File: src/rtl/layer_pixel_writer_if.sv
// layer_pixel_writer_if: plot-request handshake, status and framebuffer RAM
// port of the layer pixel writer, bundled for one connection.
//   slave  modport : the writer block (accepts plots, drives the RAM port)
//   master modport : game logic / RAM side (issues plots, returns read data)
interface layer_pixel_writer_if;
    localparam int unsigned X_W    = 9;
    localparam int unsigned Y_W    = 8;
    localparam int unsigned C_W    = 4;
    localparam int unsigned ADDR_W = 16;
    localparam int unsigned DATA_W = 8;

    // plot request handshake
    logic              in_valid;
    logic              in_ready;
    logic [X_W-1:0]    in_x;
    logic [Y_W-1:0]    in_y;
    logic [C_W-1:0]    in_color;
    // full-buffer clear request
    logic              clear_req;
    logic [C_W-1:0]    clear_color;
    // status
    logic              busy;
    logic              err_oob;
    // byte-wide framebuffer RAM port
    logic [ADDR_W-1:0] mem_addr;
    logic              mem_we;
    logic [DATA_W-1:0] mem_wdata;
    logic [DATA_W-1:0] mem_rdata;

    modport slave (
        input  in_valid, in_x, in_y, in_color, clear_req, clear_color, mem_rdata,
        output in_ready, busy, err_oob, mem_addr, mem_we, mem_wdata
    );

    modport master (
        output in_valid, in_x, in_y, in_color, clear_req, clear_color, mem_rdata,
        input  in_ready, busy, err_oob, mem_addr, mem_we, mem_wdata
    );
endinterface

File: src/rtl/layer_pixel_writer.sv
// layer_pixel_writer: merges single-pixel plot requests into a packed 4-bpp
// framebuffer (two pixels per byte, even pixel in [3:0]) by read-modify-write
// on a byte-wide RAM port. Optional full-buffer clear when FB_WRITER_CLEAR_EN
// is defined; without it clear_req/clear_color are accepted but ignored.
// Ports:
//   clk, rst_n  : clock, asynchronous active-low reset
//   bus (slave) : in_valid/in_ready/in_x/in_y/in_color plot handshake,
//                 clear_req/clear_color, busy, err_oob,
//                 mem_addr/mem_we/mem_wdata/mem_rdata RAM port
// Parameters: H_RES, V_RES framebuffer size; RD_LAT RAM read latency (1 or 2).
module layer_pixel_writer #(
    parameter int unsigned H_RES  = 320,
    parameter int unsigned V_RES  = 240,
    parameter int unsigned RD_LAT = 1
) (
    input  logic                 clk,
    input  logic                 rst_n,
    layer_pixel_writer_if.slave  bus
);
    localparam int unsigned PIX_W    = 17;
    localparam int unsigned ADDR_W   = 16;
    localparam int unsigned DATA_W   = 8;
    localparam int unsigned C_W      = 4;
`ifdef FB_WRITER_CLEAR_EN
    localparam int unsigned CLR_LAST = H_RES * V_RES / 2 - 1;
`endif

    typedef enum logic [2:0] {
        S_IDLE,
        S_RD,
        S_WT,
        S_WR
`ifdef FB_WRITER_CLEAR_EN
        , S_CLR
`endif
    } state_t;

    state_t              state_q, state_d;
    logic [ADDR_W-1:0]   addr_q, addr_d;     // RMW byte address, or clear counter
    logic                nib_q, nib_d;       // 1: high nibble
    logic [C_W-1:0]      color_q, color_d;
    logic                we_q, we_d;
    logic [DATA_W-1:0]   wdata_q, wdata_d;   // clear pattern; zero otherwise
    logic                busy_q, busy_d;
    logic                err_q, err_d;

    logic [PIX_W-1:0]    pix;
    logic                oob;
    logic                clr_block;
    logic [DATA_W-1:0]   merged;

    // pixel index and bounds check on the raw request
    assign pix = PIX_W'(bus.in_y) * PIX_W'(H_RES) + PIX_W'(bus.in_x);
    assign oob = (32'(bus.in_x) >= H_RES) || (32'(bus.in_y) >= V_RES);

`ifdef FB_WRITER_CLEAR_EN
    assign clr_block = bus.clear_req;
`else
    logic unused_clear;
    assign unused_clear = ^{bus.clear_req, bus.clear_color};
    assign clr_block    = 1'b0;
`endif

    // ready is held low during reset even though state already reads IDLE
    assign bus.in_ready = rst_n && (state_q == S_IDLE) && !clr_block;

    // replace only the addressed nibble of the byte just read
    assign merged = nib_q ? {color_q, bus.mem_rdata[3:0]}
                          : {bus.mem_rdata[7:4], color_q};

    assign bus.mem_addr  = addr_q;
    assign bus.mem_we    = we_q;
    assign bus.mem_wdata = (state_q == S_WR) ? merged : wdata_q;
    assign bus.busy      = busy_q;
    assign bus.err_oob   = err_q;

    // next-state and registered-output computation
    always_comb begin
        state_d = state_q;
        addr_d  = addr_q;
        nib_d   = nib_q;
        color_d = color_q;
        wdata_d = wdata_q;
        err_d   = 1'b0;

        case (state_q)
            S_IDLE: begin
`ifdef FB_WRITER_CLEAR_EN
                if (bus.clear_req) begin
                    state_d = S_CLR;
                    addr_d  = '0;
                    wdata_d = {bus.clear_color, bus.clear_color};
                end else
`endif
                if (bus.in_valid) begin
                    if (oob) begin
                        err_d = 1'b1;
                    end else begin
                        state_d = S_RD;
                        addr_d  = pix[PIX_W-1:1];
                        nib_d   = pix[0];
                        color_d = bus.in_color;
                    end
                end
            end
            S_RD:    state_d = (RD_LAT > 1) ? S_WT : S_WR;
            S_WT:    state_d = S_WR;   // RD_LAT is 1 or 2, so one wait cycle
            S_WR:    state_d = S_IDLE;
`ifdef FB_WRITER_CLEAR_EN
            S_CLR: begin
                if (addr_q == ADDR_W'(CLR_LAST)) begin
                    state_d = S_IDLE;
                    wdata_d = '0;
                end else begin
                    addr_d = addr_q + ADDR_W'(1);
                end
            end
`endif
            default: state_d = S_IDLE;
        endcase

`ifdef FB_WRITER_CLEAR_EN
        we_d = (state_d == S_WR) || (state_d == S_CLR);
`else
        we_d = (state_d == S_WR);
`endif
        busy_d = (state_d != S_IDLE);
    end

    // state and output registers; reset abandons any partial operation
    always_ff @(posedge clk or negedge rst_n) begin
        if (!rst_n) begin
            state_q <= S_IDLE;
            addr_q  <= '0;
            nib_q   <= 1'b0;
            color_q <= '0;
            we_q    <= 1'b0;
            wdata_q <= '0;
            busy_q  <= 1'b0;
            err_q   <= 1'b0;
        end else begin
            state_q <= state_d;
            addr_q  <= addr_d;
            nib_q   <= nib_d;
            color_q <= color_d;
            we_q    <= we_d;
            wdata_q <= wdata_d;
            busy_q  <= busy_d;
            err_q   <= err_d;
        end
    end
endmodule

File: src/flat_wrapper.sv
// flat-port wrapper written by rule: the top's interface ports become plain ports
module layer_pixel_writer_flat 
#(
    parameter int unsigned H_RES  = 320,
    parameter int unsigned V_RES  = 240,
    parameter int unsigned RD_LAT = 1
)
  (clk, rst_n, bus_in_valid, bus_in_x, bus_in_y, bus_in_color, bus_clear_req, bus_clear_color, bus_mem_rdata, bus_in_ready, bus_busy, bus_err_oob, bus_mem_addr, bus_mem_we, bus_mem_wdata);
  layer_pixel_writer_if bus_i ();
  input  logic clk;
  input  logic rst_n;
  input wire logic [$bits(bus_i.in_valid)-1:0] bus_in_valid;
  input wire logic [$bits(bus_i.in_x)-1:0] bus_in_x;
  input wire logic [$bits(bus_i.in_y)-1:0] bus_in_y;
  input wire logic [$bits(bus_i.in_color)-1:0] bus_in_color;
  input wire logic [$bits(bus_i.clear_req)-1:0] bus_clear_req;
  input wire logic [$bits(bus_i.clear_color)-1:0] bus_clear_color;
  input wire logic [$bits(bus_i.mem_rdata)-1:0] bus_mem_rdata;
  output wire logic [$bits(bus_i.in_ready)-1:0] bus_in_ready;
  output wire logic [$bits(bus_i.busy)-1:0] bus_busy;
  output wire logic [$bits(bus_i.err_oob)-1:0] bus_err_oob;
  output wire logic [$bits(bus_i.mem_addr)-1:0] bus_mem_addr;
  output wire logic [$bits(bus_i.mem_we)-1:0] bus_mem_we;
  output wire logic [$bits(bus_i.mem_wdata)-1:0] bus_mem_wdata;
  assign bus_i.in_valid = bus_in_valid;
  assign bus_i.in_x = bus_in_x;
  assign bus_i.in_y = bus_in_y;
  assign bus_i.in_color = bus_in_color;
  assign bus_i.clear_req = bus_clear_req;
  assign bus_i.clear_color = bus_clear_color;
  assign bus_i.mem_rdata = bus_mem_rdata;
  assign bus_in_ready = bus_i.in_ready;
  assign bus_busy = bus_i.busy;
  assign bus_err_oob = bus_i.err_oob;
  assign bus_mem_addr = bus_i.mem_addr;
  assign bus_mem_we = bus_i.mem_we;
  assign bus_mem_wdata = bus_i.mem_wdata;
  layer_pixel_writer #(.H_RES(H_RES), .V_RES(V_RES), .RD_LAT(RD_LAT)) u_core (.clk(clk), .rst_n(rst_n), .bus(bus_i));
endmodule
File: config.mk
export PLATFORM = sky130hd
export DESIGN_NAME = layer_pixel_writer_flat
export DESIGN_NICKNAME = d
export VERILOG_FILES = /design/src/rtl/layer_pixel_writer_if.sv /design/src/rtl/layer_pixel_writer.sv /design/src/flat_wrapper.sv
export SDC_FILE = /design/constraint.sdc
export NUM_CORES = 1
export LEC_CHECK = 0
export CORE_MARGIN = 2
export CORE_UTILIZATION = 39
export CTS_CLUSTER_DIAMETER = 100
export DETAILED_ROUTE_END_ITERATION = 10
export PLACE_DENSITY = 0.83
export SLEW_MARGIN = 20
export SYNTH_ARGS = -nofsm -noshare
export SYNTH_HDL_FRONTEND = slang
export SYNTH_SLANG_ARGS = --single-unit
File: constraint.sdc
create_clock -name clk -period 1.6 [get_ports clk]
set_input_delay 0.16 -clock clk [delete_from_list [all_inputs] [get_ports clk]]
set_output_delay 0.16 -clock clk [all_outputs]
set_load 0.02 [all_outputs]
Yosys cells after proc, flatten, opt, wreduce, memory -nomap -nowiden. Cells that the tools add are included.

Word-level logic and storage cells: 30. Output and inout port bits: 28. Register bits after elaboration: 27.

Add/subtract/negate cells: 1. Bitwise logic cells: 1. Multipliers: 1. Equal/unequal tests: 4. Order comparisons: 2. Multiplexer cells: 8. Reductions and logical operators: 6.

Operators by type and width (count): 17-bit by 9-bit adder with 17-bit output (1); 8-bit two-way mux (2); 8-bit by 3-bit multiplier with 11-bit output (second input constant) (1); 3-bit by 2-bit == test with 1-bit output (second input constant) (3); 9-bit greater-or-equal comparator (second input constant) (1); 8-bit greater-or-equal comparator (second input constant) (1); 3-bit two-way mux (2); 3-bit case mux with 2 select lines (1); 3-bit by 1-bit == test with 1-bit output (second input constant) (1); 3-bit logical NOT (1); 1-bit two-way mux (3); 3-bit AND reduction (1); 3-bit nonzero test (1); 2-bit OR reduction (1); 1-bit logical AND (1); 1-bit logical OR (1); 1-bit NOT (1).

Longest topological paths before layout.
Depth in word-level cells: 6. Mapped depth: 9. Mapped depth without buffers: 9.

Worst setup path after synthesis. OpenSTA, ideal clock, no wires.

Path type: in2reg. From: input bus_in_y[1]. To: register u_core.addr_q[15] (netlist: u_core.bus.mem_addr[15]). Required time: 1.475 ns. Cell stages on the path: 9. Arrival: 2.193 ns. Slack: -0.718 ns. Cells stage by stage: ha_1 ha_1 fa_1 a211oi_1 o21bai_1 a21oi_2 xor2_1 o31ai_1 mux2_2.

Cells in the longest elaborated chain, start to end: 4.

Ends and longest elaborated chain: start, declared (line flat_wrapper.sv:14) `input wire logic [$bits(bus_i.in_y)-1:0] bus_in_y;`; parallel branches: the longest is 4 deep, another holds 17-bit by 9-bit adder with 17-bit output; end signal, assigned (line layer_pixel_writer.sv:143) `addr_q <= addr_d;`; end, declared (line layer_pixel_writer.sv:39) `logic [ADDR_W-1:0] addr_q, addr_d;`.

Parallel ways; which one is timed is not known. A chain may end at the register's enable or synchronous reset.

Final worst setup path.
From: input bus_in_y[3]. To: register u_core.addr_q[15] (netlist: u_core.bus.mem_addr[15]).

Same word-level chain as after synthesis.

==> results.yml <==
clocking:
  clock-sinks: 27
  cts_buffers: 3
  ctsHoldBuffers: 0
  clock-root-buffer: "clkbuf_8"
  clk_latency_ps: 260
  cts_tree: "yes"
  clk_pin_slew_ps: 90
  cts_buffer_depth: 2
  h-tree-depth: 1
pwr:
  power.density_mw_per_mm2: 1251
  p_leak_nw: 1.296
  ir_drop_mv: 0.4281
  p_total_mw: 3.686
worst_setup_path:
  crit_top_cell: "ha_4"
  worstPathArrival_ps: 2080
  crit_chain: "buf_8, ha_4, ha_4, fa_2, a211oi_2, o21bai_1, a21oi_2, xor2_2, o31ai_2, mux2_4"
  crit_path_start_kind: "input pin"
  critical_path_class: "input pin to flip-flop"
  worstPathRequired_ps: 1760
  end_kind: "flip-flop"
  cp_slowest_stage_delay_ps: 370
  slowest_stage: "fa_2"
  cp_max_fo: 2
cells_and_area:
  mostFrequentLayoutCells: "clkdlybuf4s50_1, buf_4, dfrtp_1, nor2_1"
  layout_commonest_cell: "clkdlybuf4s50_1"
  diodes: 0
  fin_cells: 307
  fin_util_pct: 73.14
  finalNetCount: 312
  nFillCells: 278
  drive_above_1_share_pct: 45.53
  area_growth_pct: 78.95
placement:
  hpwl_um: 3100
  dp.cells: 290
  dpl_worst_slack_ps: -1030
  gp_congestion: 0.8122
  io_buffers: 59
routing:
  routed_wl_um: 4558
  wire_per_inst_um: 14.85
  avgViaCountPerCell: 5.000
  first_iter_violations: 30
  drtPass1Iterations: 4
  num_vias: 1535
  drc: 0
  antenna_left: 0
die:
  die_h_um: 68.98
  dieArea_mm2: 0.004758
  core_area_mm2: 0.004029
  die_w_um: 68.98
  io_pins: 65
  start_util_pct: 40.87
  row_count: 23
sta:
  rsz0062_at_grt: "yes"
  setup_viol_count_final: 6
  final.setup_skew_ps: 3.483
  fin_ws_ps: -323.3
  fmax_mhz: 519.9
  period_share_pct: 120.2
  tns_ps: -1361
  slew_viol_final: 0
  hold_viol: 0
  period_needed_ps: 1923
global_route:
  grt_pass1_vias: 1553
  grt_usage_pct: 19.29
  grt_max_degree: 28
  antenna_found_initial: 0
  grt_pass1_wl_um: 6817
  grt-ovfl-total: 0
synth:
  yosysUniqueCellTypes: 36
  ys_seq_area_share_pct: 41.03
  syn_area_mm2: 0.001647
  ys_warn_count: 0
  ys_seq_elements: 27
  synthFlopType: "dfrtp_1"
  async_reset_ff_share_pct: 100.0
  syn-num-nets: 209
  synth_edf_count: 0
  syn_avg_cell_area_um2: 10.62
  syn_inst: 155
worst_hold_path:
  hold_class: "input pin to asynchronous set/reset pin"
outcome:
  status: "complete, but fails checks"
  violations: "setup timing"
flow_run:
  drv_cap: 0
[report_power, final]
part | switching (mW) | total (mW) | internal, mW
Combinational | 0.917 | 2.08 | 1.16
Sequential | 0.243 | 1.23 | 0.990
Clock | 0.193 | 0.371 | 0.178
[area by class of cell]
class                   count  area (um^2)  area share (%)
well taps                  50        62.56           2.123
multi-input cells         121         1224           41.53
clock buffers               4        45.04           1.529
inverters                   3        11.26          0.3822
repair buffers            102        927.1           31.46
flip-flops and latches     27        676.9           22.97
[through the flow]
| step | instance area [um^2] | hold WS (ps) |
|---|---|---|
| after CTS | 2809 | 302.4 |
| after floorplan | 1688 | -135.6 |
| final | 2947 | 297.3 |
| after global placement | 2562 | 466.6 |
| after global routing | 2947 | 324.1 |
| after detailed placement | 2562 | 472.8 |
[kinds of logic (layout without fill, tap and decap cells)]
kind of cell / count (synthesis) / after routing / synth area share [%]
AO/OA/AOI/OAI: 27 / 27 / 9.727
multiplexers: 20 / 20 / 13.07
adder cells (fa/ha/maj): 17 / 17 / 13.83
XOR/XNOR: 12 / 12 / 6.839
flip-flops: 27 / 27 / 41.03
AND/OR/NAND/NOR: 44 / 44 / 13.60
other: 1 / 1 / 0.2277
buffers and inverters: 7 / 109 / 1.671
[path summary, 6_finish.rpt]
path | start | to | slack (ps) | cells after the start
setup / recovery | bus_in_y[3] | u_core.bus.mem_addr[15] | -320 | 10
hold / removal | rst_n | u_core.bus.mem_addr[10] | 300 | 2
setup reg to reg | u_core.state_q[0] | u_core.bus.mem_addr[15] | 40 | 6
hold reg to reg | u_core.bus.mem_addr[10] | u_core.bus.mem_addr[10] | 490 | 2
max in group asynchronous | rst_n | u_core.nib_q | 1030 | 2
min in group clk | bus_in_y[5] | u_core.bus.err_oob | 340 | 3
[synthesized netlist by cell type (2+ instances only)]
| master | count | area share [%] |
|---|---|---|
| dfrtp_1 | 27 | 41 |
| nor2_1 | 18 | 4.1 |
| ha_1 | 15 | 11 |
| o21ai_0 | 13 | 4.0 |
| mux2_2 | 12 | 8.2 |
| nand2_1 | 11 | 2.5 |
| mux2i_1 | 8 | 4.9 |
| xnor2_1 | 6 | 3.2 |
| xor2_1 | 5 | 2.7 |
| a21oi_1 | 4 | 1.2 |
| clkbuf_1 | 3 | 0.68 |
| inv_1 | 3 | 0.68 |
| a211oi_1 | 2 | 0.91 |
| fa_1 | 2 | 2.4 |
| nand3_1 | 2 | 0.61 |
| nand4_1 | 2 | 0.76 |
| nor2b_1 | 2 | 0.76 |
| o21ai_1 | 2 | 0.61 |
[registers in the layout (all words and copies together), names as in the netlist]
signal	cells
u_core.bus.busy	1
u_core.bus.err_oob	1
u_core.bus.mem_addr	16
u_core.bus.mem_we	1
u_core.color_q	4
u_core.nib_q	1
u_core.state_q	3
[worst max-delay path, delay by kind of cell]
family,cells,cell delay (ps)
XOR/XNOR,1,180
multiplexers,1,270
AO/OA/AOI/OAI,4,600
buffers and inverters,1,100
adder cells (fa/ha/maj),3,770
[metal layers]
| layer | vias to the layer above | part of all wire [%] | GRT usage (%) |
|---|---|---|---|
| li1 | 748 | - | - |
| met1 | 729 | 38 | 20.35 |
| met2 | 54 | 52 | 37.50 |
| met3 | 4 | 8.9 | 4.058 |
| met4 | 0 | 0.92 | 6.373 |
| met5 | - | 0 | 0 |
[what timing repair did]
| item | 4_1_cts | 5_1_grt |
|---|---|---|
| gates resized for setup | 79 | 43 |
| endpoints found under the hold margin | 0 | 0 |
| setup endpoints to repair | 30 | 30 |
| pin swaps | 25 | 16 |
| gates cloned | 0 | 1 |
| buffers inserted | 5 | 9 |
(Power assumes the default switching activity.)
